[config.mk]
export PLATFORM = sky130hd
export DESIGN_NAME = puf_chal_sweep_sched
export DESIGN_NICKNAME = d
export VERILOG_FILES = /design/src/rtl/puf_chal_sweep_sched.sv
export SDC_FILE = /design/constraint.sdc
export NUM_CORES = 1
export LEC_CHECK = 0
export BUFFER_PORTS_ARGS = -buffer_cell sky130_fd_sc_hd__buf_2
export CAP_MARGIN = 5
export CORE_ASPECT_RATIO = 0.8
export CORE_MARGIN = 4
export CORE_UTILIZATION = 55
export CTS_CLUSTER_DIAMETER = 100
export DETAILED_ROUTE_END_ITERATION = 6
export GPL_TIMING_DRIVEN = 0
export HOLD_SLACK_MARGIN = 0.06
export PLACE_DENSITY = 0.76
export SYNTH_ARGS = -nofsm -noshare
export SYNTH_HDL_FRONTEND = slang
export SYNTH_SLANG_ARGS = --single-unit
[constraint.sdc]
create_clock -name clk -period 3 [get_ports clk]
set_input_delay 0.9 -clock clk [delete_from_list [all_inputs] [get_ports clk]]
set_output_delay 0.9 -clock clk [all_outputs]
set_load 0.02 [all_outputs]
[src/rtl/puf_chal_sweep_sched.sv]
// rtl/puf_chal_sweep_sched.sv - enrollment sweep scheduler over all RO pairs; optional GAP state via PUF_SCHED_GAP_EN
module puf_chal_sweep_sched #(
  parameter int MUX_LENGTH  = 16,
  parameter int REP_W       = 4,
  parameter int TMO_W       = 16,
  parameter int TIMEOUT_CYC = 50000,
  parameter int GAP_CYC     = 64,
  localparam int SEL_W      = $clog2(MUX_LENGTH),
  localparam int CHAL_W     = 2 * SEL_W
) (
  input  logic             clk,
  input  logic             rst_n,
  input  logic             i_sweep_start,
  input  logic             i_sweep_abort,
  input  logic             i_op_mode,
  input  logic [REP_W-1:0] i_rep_cnt,
  output logic             o_start,
  output logic             o_op_mode,
  input  logic             i_rx_ready,
  output logic             o_rx_valid,
  output logic             o_rx_data,
  input  logic             i_resp_done,
  output logic [SEL_W-1:0] o_sel_0,
  output logic [SEL_W-1:0] o_sel_1,
  output logic             o_busy,
  output logic             o_done,
  output logic             o_timeout,
  output logic [7:0]       o_err_cnt
);

  localparam int BIT_W = (CHAL_W > 1) ? $clog2(CHAL_W) : 1;

  typedef enum logic [2:0] {
    S_IDLE, S_START, S_SEND, S_WAIT, S_GAP, S_NEXT, S_DONE
  } state_t;

`ifdef PUF_SCHED_GAP_EN
  localparam state_t WAIT_EXIT = S_GAP;
`else
  localparam state_t WAIT_EXIT = S_NEXT;
`endif

  localparam logic [TMO_W-1:0] TMO_LAST = TMO_W'(TIMEOUT_CYC - 1);
  localparam logic [TMO_W-1:0] GAP_LAST = TMO_W'(GAP_CYC - 1);
  localparam logic [SEL_W-1:0] SEL_HI   = SEL_W'(MUX_LENGTH - 1);
  localparam logic [SEL_W-1:0] SEL_HI2  = SEL_W'(MUX_LENGTH - 2);

  state_t              state, state_nx;
  logic [SEL_W-1:0]    sel0, sel1;
  logic [REP_W-1:0]    rep, rep_idx;
  logic                mode;
  logic [CHAL_W-1:0]   shreg;
  logic [BIT_W-1:0]    bit_idx;
  logic [TMO_W-1:0]    cnt;
  logic                timeout_flag;
  logic [7:0]          err_cnt;
  logic                last_rep, last_pair;

  assign last_rep  = (rep_idx == rep - 1'b1);
  assign last_pair = (sel0 == SEL_HI2) && (sel1 == SEL_HI);

  assign o_op_mode = mode;
  assign o_rx_data = shreg[CHAL_W-1];
  assign o_sel_0   = sel0;
  assign o_sel_1   = sel1;
  assign o_busy    = (state != S_IDLE);
  assign o_timeout = timeout_flag;
  assign o_err_cnt = err_cnt;

  // Next-state and state-decoded strobes; abort overrides every non-idle transition
  always_comb begin
    state_nx   = state;
    o_start    = 1'b0;
    o_rx_valid = 1'b0;
    o_done     = 1'b0;
    case (state)
      S_IDLE:  if (i_sweep_start && !i_sweep_abort) state_nx = S_START;
      S_START: begin
        o_start  = 1'b1;
        state_nx = S_SEND;
      end
      S_SEND: begin
        o_rx_valid = 1'b1;
        if (i_rx_ready && (bit_idx == '0)) state_nx = S_WAIT;
      end
      S_WAIT:  if (i_resp_done || (cnt == TMO_LAST)) state_nx = WAIT_EXIT;
      S_GAP:   if (cnt == GAP_LAST) state_nx = S_NEXT;
      S_NEXT:  state_nx = (last_rep && last_pair) ? S_DONE : S_START;
      S_DONE: begin
        o_done   = 1'b1;
        state_nx = S_IDLE;
      end
      default: state_nx = S_IDLE;
    endcase
    if ((state != S_IDLE) && i_sweep_abort) state_nx = S_IDLE;
  end

  // State register, sweep bookkeeping, challenge shifter and wait/gap counter
  always_ff @(posedge clk) begin
    if (!rst_n) begin
      state        <= S_IDLE;
      sel0         <= '0;
      sel1         <= SEL_W'(1);
      rep          <= '0;
      rep_idx      <= '0;
      mode         <= 1'b0;
      shreg        <= '0;
      bit_idx      <= '0;
      cnt          <= '0;
      timeout_flag <= 1'b0;
      err_cnt      <= '0;
    end else begin
      state <= state_nx;
      // counter restarts on every entry into WAIT or GAP
      if ((state_nx == state) && ((state == S_WAIT) || (state == S_GAP)))
        cnt <= cnt + 1'b1;
      else
        cnt <= '0;
      case (state)
        S_IDLE: if (state_nx == S_START) begin
          mode         <= i_op_mode;
          rep          <= (i_rep_cnt == '0) ? REP_W'(1) : i_rep_cnt;
          sel0         <= '0;
          sel1         <= SEL_W'(1);
          rep_idx      <= '0;
          timeout_flag <= 1'b0;
          err_cnt      <= '0;
        end
        S_START: begin
          shreg   <= {sel0, sel1};
          bit_idx <= BIT_W'(CHAL_W - 1);
        end
        S_SEND: if (i_rx_ready) begin
          shreg   <= shreg << 1;
          bit_idx <= bit_idx - 1'b1;
        end
        S_WAIT: if ((state_nx == WAIT_EXIT) && !i_resp_done) begin
          timeout_flag <= 1'b1;
          if (err_cnt != 8'hFF) err_cnt <= err_cnt + 1'b1;
        end
        S_NEXT: if (state_nx == S_START) begin
          if (last_rep) begin
            rep_idx <= '0;
            if (sel1 == SEL_HI) begin
              sel0 <= sel0 + 1'b1;
              sel1 <= sel0 + SEL_W'(2);
            end else begin
              sel1 <= sel1 + 1'b1;
            end
          end else begin
            rep_idx <= rep_idx + 1'b1;
          end
        end
        default: ;
      endcase
    end
  end

endmodule

======== Word level (Yosys, flattened, before mapping) ========
Index checks and enable logic that the tools add are counted.
storage, ports and cells
  logic and storage cells ................. 102
  input port bits ......................... 11
  bits in registers ....................... 56
operators by class
  eq/ne operators ......................... 22
  reductions and logical operators ........ 26
  muxes and demuxes ....................... 35
  add/sub/neg operators ................... 8
operators with widths
  operator                 number
  $mux W4                  11
  $mux W8                  4
  $pmux W8 S2              2
  $pmux W4 S2              3
  $mux W3                  7
  $pmux W3 S6              1
  $add A16 B1 Y16 const B  1
  $eq A16 B16 Y1 const B   1
  $eq A16 B6 Y1 const B    1
  $add A4 B1 Y4 const B    3
  $eq A3 B3 Y1 const B     4
  $ne A2 B2 Y1 const B     5
  $add A8 B1 Y8 const B    1
  $eq A4 B4 Y1 const B     2
  $ne A8 B8 Y1 const B     1
  $reduce_and A4 Y1        2
  $logic_and A1 B1 Y1      7
  $eq A3 B1 Y1 const B     2
  $eq A3 B2 Y1 const B     2
  $logic_not A3 Y1         2
  $pmux W3 S2              1
  $reduce_and A2 Y1        3
  $reduce_and A3 Y1        2
  $reduce_bool A2 Y1       3
  13 further kinds         20

======== Logic depth before layout (Yosys ltp) ========
  depth after elaboration ................. 10
  depth in mapped cells ................... 10
  depth with buffers taken out ............ 8

======== Worst setup path before layout ========
OpenSTA, ideal clock, no wires.
  kind .................................... flip-flop to flip-flop
  from .................................... reg sel1[0] (netlist: o_sel_1[0])
  to ...................................... reg sel1[0] (netlist: o_sel_1[0])
  arrival time ............................ 2.563 ns
  setup time .............................. 0.124 ns
  cell stages (with the launch flop) ...... 9
  path slack .............................. 0.313 ns
  data required time ...................... 2.876 ns
  cell sequence ........................... dfxtp_1 > ha_1 > nand3_1 > or4_1 > o31a_1 > o22ai_1 > buf_2 > nor3_1 > a2111o_1
between the ends
  cells in the longest elaborated chain, start to end .. 9
  elaborated cells on any way between the ends .. 15
ends and longest elaborated chain
  what                                RTL line  RTL
  start, declared                     49        logic [SEL_W-1:0] sel0, sel1;
  start signal, assigned              146       sel1 <= sel0 + SEL_W'(2);
  start signal, assigned              148       sel1 <= sel1 + 1'b1;
  $eq A4 B4 Y1                        60, 144
  $logic_and A1 B1 Y1                 60        assign last_pair = (sel0 == SEL_HI2) && (sel1 == SEL_HI);
  $logic_and A1 B1 Y1                 88        S_NEXT: state_nx = (last_rep && last_pair) ? S_DONE : S_START;
  $mux W3                             88
  $pmux W3 S6                         76        case (state)
  $mux W3                             95        if ((state != S_IDLE) && i_sweep_abort) state_nx = S_IDLE;
  $eq A3 B1 Y1                        120, 141
  $ne A2 B2 Y1 (no source line)       -
  $reduce_and A4 Y1 (no source line)  -
Several ways; a longest one is shown, not always the timed one. The select of a mux whose other input is x is not followed.
A chain may end at the register's enable or synchronous reset.

======== Worst setup path in the final report ========
Ends and elaborated chain as after synthesis.

==> summary.md <==
| Metric | Value |
|---|---|
| Worst hold path type | `reg2reg` |
| Finished Core Util | `0.650` |
| Die outline height | `73.7 um` |
| Sequential cell area fraction in the yosys report | `0.378` |
| Clock transition at the registers of the reported paths | `0.10 ns` |
| Primary flip-flop cell chosen by synthesis mapping | `dfxtp_1` |
| Cell types with the largest area share after synthesis | `dfxtp_1, nor2_1, a21oi_1` |
| Skew final | `0.00456 ns` |
| Wire length of the first global-routing pass | `11400 um` |
| Met2 Use GR | `0.346` |
| Detail Placement HPWL | `4980 um` |
| Total Routing Usage GR | `0.207` |
| Number of nets still failing antenna checks after routing | `0` |
| Cell leakage power | `0.00124 uW` |
| RSZ-0062 raised after global routing | `no` |
| Area growth from synthesis to layout | `12.2%` |
| Maximum clock rate | `353 MHz` |
| Kind of end point of the critical path | `flop` |
| Final Max Tran Viols | `0` |
| Leading area contributor after synthesis | `dfxtp_1` |
| Max-slew headroom at the worst pin | `0.442` |
| Total Nets Final | `415` |
| Clock root buffer master | `clkbuf_8` |
| Register bit total from synthesis | `56` |
| Initial antenna violation count | `0` |
| Met3 demand-to-capacity share in global routing | `0.0430` |
| Synth Instances | `354` |
| Slew at the pin closest to its max-slew limit | `0.830 ns` |
| Global routing usage on met1 | `0.281` |
| Number of top-level pins | `34` |
| Async S/R FF share, synth | `0` |
| Row Count | `23` |
| Worst-case vdd ir drop | `0.360 mV` |
| Post-synthesis instance area | `2970 sq um` |
| Remaining global-route overflow | `0` |
| Vias after detailed routing | `2710` |
| Pin count of the biggest net entering global routing | `17` |
| Nets in the synthesized netlist | `375` |
| Total of buffers placed on input and output ports | `33` |
| Residual DRC | `0` |
| Power per standard cell area | `447 nW/um^2` |
| Mean post-synth cell area | `8.38 sq um` |
| Endpoints failing setup | `0` |
| Wire length per cell after detailed routing | `14.5 um` |
| Crit share post-route | `0.945` |
| Routability congestion estimate from global placement | `0.852` |
| Initial core utilization | `0.579` |
| Share of final-layout standard cells stronger than drive strength 1 | `0.165` |
| Total of max-cap violations | `0` |
| Worst EP required | `3.20 ns` |
| Number of clock sinks | `56` |
| Depth of the CTS H-tree | `2` |
| Setup tns final | `0 ns` |
| Peak fanout along the critical path | `10` |
| Detailed-router iteration count before antenna repair | `5` |
| Routed Wire Length | `6640 um` |
| CTS tree | `built` |
| Floorplan Core Area | `5120 sq um` |
| Area share of the largest cell type after synthesis | `0.378` |
| Tmin final | `2.83 ns` |
| Count of distinct cell types in the synthesized netlist | `51` |
| DRC marker count from the first detailed-route iteration | `187` |
| Antenna cells | `0` |
| Arrival time worst endpoint | `3.03 ns` |
| Maximum clock path buffer count | `2` |
| YS warnings | `0` |
| Via count of the first global-routing pass | `2413` |
| Type of origin of the critical path | `flop` |
| Most Crowded Layer GR | `met2` |
| Run status | `complete, no violations` |
| Floorplan die area | `6640 sq um` |
| EDFF count, synth | `0` |
| Die extent in x | `90.1 um` |
| Via density per instance | `5.93` |
| Count of final hold-check violations | `0` |
| Clock network latency to the later pin of the worst-skew pair | `0.30 ns` |
| Clock buffer count from CTS | `5` |
| Critical path type | `reg2reg` |
==> cell families (layout without fill, tap and decap cells) <==
group / after synthesis / count (layout) / synth area share
AOI/OAI and AO/OA: 75 / 75 / 0.162
adders and majority gates: 10 / 10 / 0.0422
muxes: 13 / 13 / 0.0447
xor gates and xnor gates: 23 / 23 / 0.0679
and+or+nand+nor: 152 / 152 / 0.273
DFF: 56 / 56 / 0.378
buffers and inverters: 25 / 66 / 0.0329
==> worst paths after layout <==
| check | start | endpoint | slack (ns) | cells after the start |
|---|---|---|---|---|
| setup / recovery | o_sel_1[0]$_SDFFE_PN1P_ | o_sel_1[0]$_SDFFE_PN1P_ | 0.17 | 8 |
| hold / removal | bit_idx[0]$_SDFFE_PN0P_ | bit_idx[0]$_SDFFE_PN0P_ | 0.47 | 1 |
| setup reg to reg | o_sel_1[0]$_SDFFE_PN1P_ | o_sel_1[0]$_SDFFE_PN1P_ | 0.17 | 8 |
| hold reg to reg | bit_idx[0]$_SDFFE_PN0P_ | bit_idx[0]$_SDFFE_PN0P_ | 0.47 | 1 |
==> per-layer routing <==
layer	part of all wire	vias to the layer above	wire length, um
met5	0	-	0
met4	0.0044	0	29
met3	0.050	4	332
met2	0.44	81	2930
met1	0.50	1271	3350
li1	-	1354	-
==> power by group <==
group / total (uW) / switching [uW] / internal (uW) / leakage (uW)
clock network: 485 / 237 / 248 / 0.0000552
registers: 790 / 21.0 / 769 / 0.000454
logic: 214 / 131 / 82.6 / 0.000732
total: 1490 / 389 / 1100 / 0.00124
==> through the flow <==
stage	cell area [sq um]	hold slack (ns)	cells	setup slack, ns	power, uW
2_1_floorplan	2970	0.430	354	0.313	956
3_3_place_gp	3210	0.441	449	0.0506	1010
3_5_place_dp	3210	0.464	449	-0.00741	1020
4_1_cts	3320	0.480	457	0.0560	1500
5_1_grt	3330	0.489	457	0.00123	1560
6_report	3330	0.472	457	0.165	1490
==> sequential cells by signal, indices dropped and copies added, names as in the netlist, 3 cells and up <==
name and cells:
o_sel_1 4, cnt 16, o_sel_0 4, shreg 8
state 3, bit_idx 3, rep 4, rep_idx 4
o_err_cnt 8
==> what timing repair did <==
action,in CTS,in global routing
setup endpoints to repair,3,11
hold endpoints to repair,0,0
hold buffers,0,0
resized for setup,1,3
pin swaps,0,0
buffers inserted,0,0
==> worst max-delay path: stages (launching register included) <==
cell      delay [ns]
dfxtp_2         0.41
ha_2            0.24
nand3_1         0.21
or4_1           0.57
o31a_1          0.31
o22ai_2         0.25
buf_2           0.24
nor3_1          0.10
a2111o_1        0.40
==> Yosys cell counts, drive strengths merged, types with 2 or more instances <==
cell type	count
nand3	12
o31ai	5
ha	10
xnor2	14
xor2	9
or4	9
nor3b	2
nor3	11
a21o	2
nand3b	3
mux2	2
or2	5
a311oi	2
nand2b	8
a211o	2
nand2	18
o31a	2
and2	2
a31oi	3
a21oi	25
nor4	5
a31o	2
o21ai	15
a211oi	9
or3	4
dfxtp	56
or4b	2
inv	14
buf	3
and3	8
or3b	2
mux2i	11
clkbuf	8
nand4	4
nor2	53
==> cell type report <==
type / instances / area (sq um)
fillers: 447 / 1790
multi-input cells: 273 / 1760
flip-flops and latches: 56 / 1120
repair buffers: 33 / 165
well taps: 62 / 77.6
clock buffers: 6 / 72.6
inverters: 14 / 52.6
plain buffers: 11 / 45.0
clock inverters: 2 / 35.0
==> layout by cell type (no fill, tap or decap), types with 2 or more instances in the layout <==
cell type / count
inv_1: 14
mux2_2: 2
ha_1: 9
buf_2: 36
xnor2_1: 14
dfxtp_2: 2
nand2b_1: 8
nand2_1: 18
a311oi_1: 2
o21ai_0: 15
a21oi_1: 25
mux2i_1: 11
nand3_1: 12
nor3_1: 11
nor3b_1: 2
or4b_2: 2
dfxtp_1: 54
nor4_1: 4
a31oi_1: 3
nand4_1: 4
or3b_2: 2
xor2_1: 9
a211oi_1: 9
and3_1: 8
nand3b_1: 3
nor2_1: 53
or3_1: 3
clkbuf_8: 5
a21o_1: 2
and2_1: 2
clkbuf_1: 9
or2_2: 5
a31o_2: 2
or4_1: 8
o31ai_1: 5
o31a_1: 2
No activity file was read; power rests on OpenSTA's default activity.
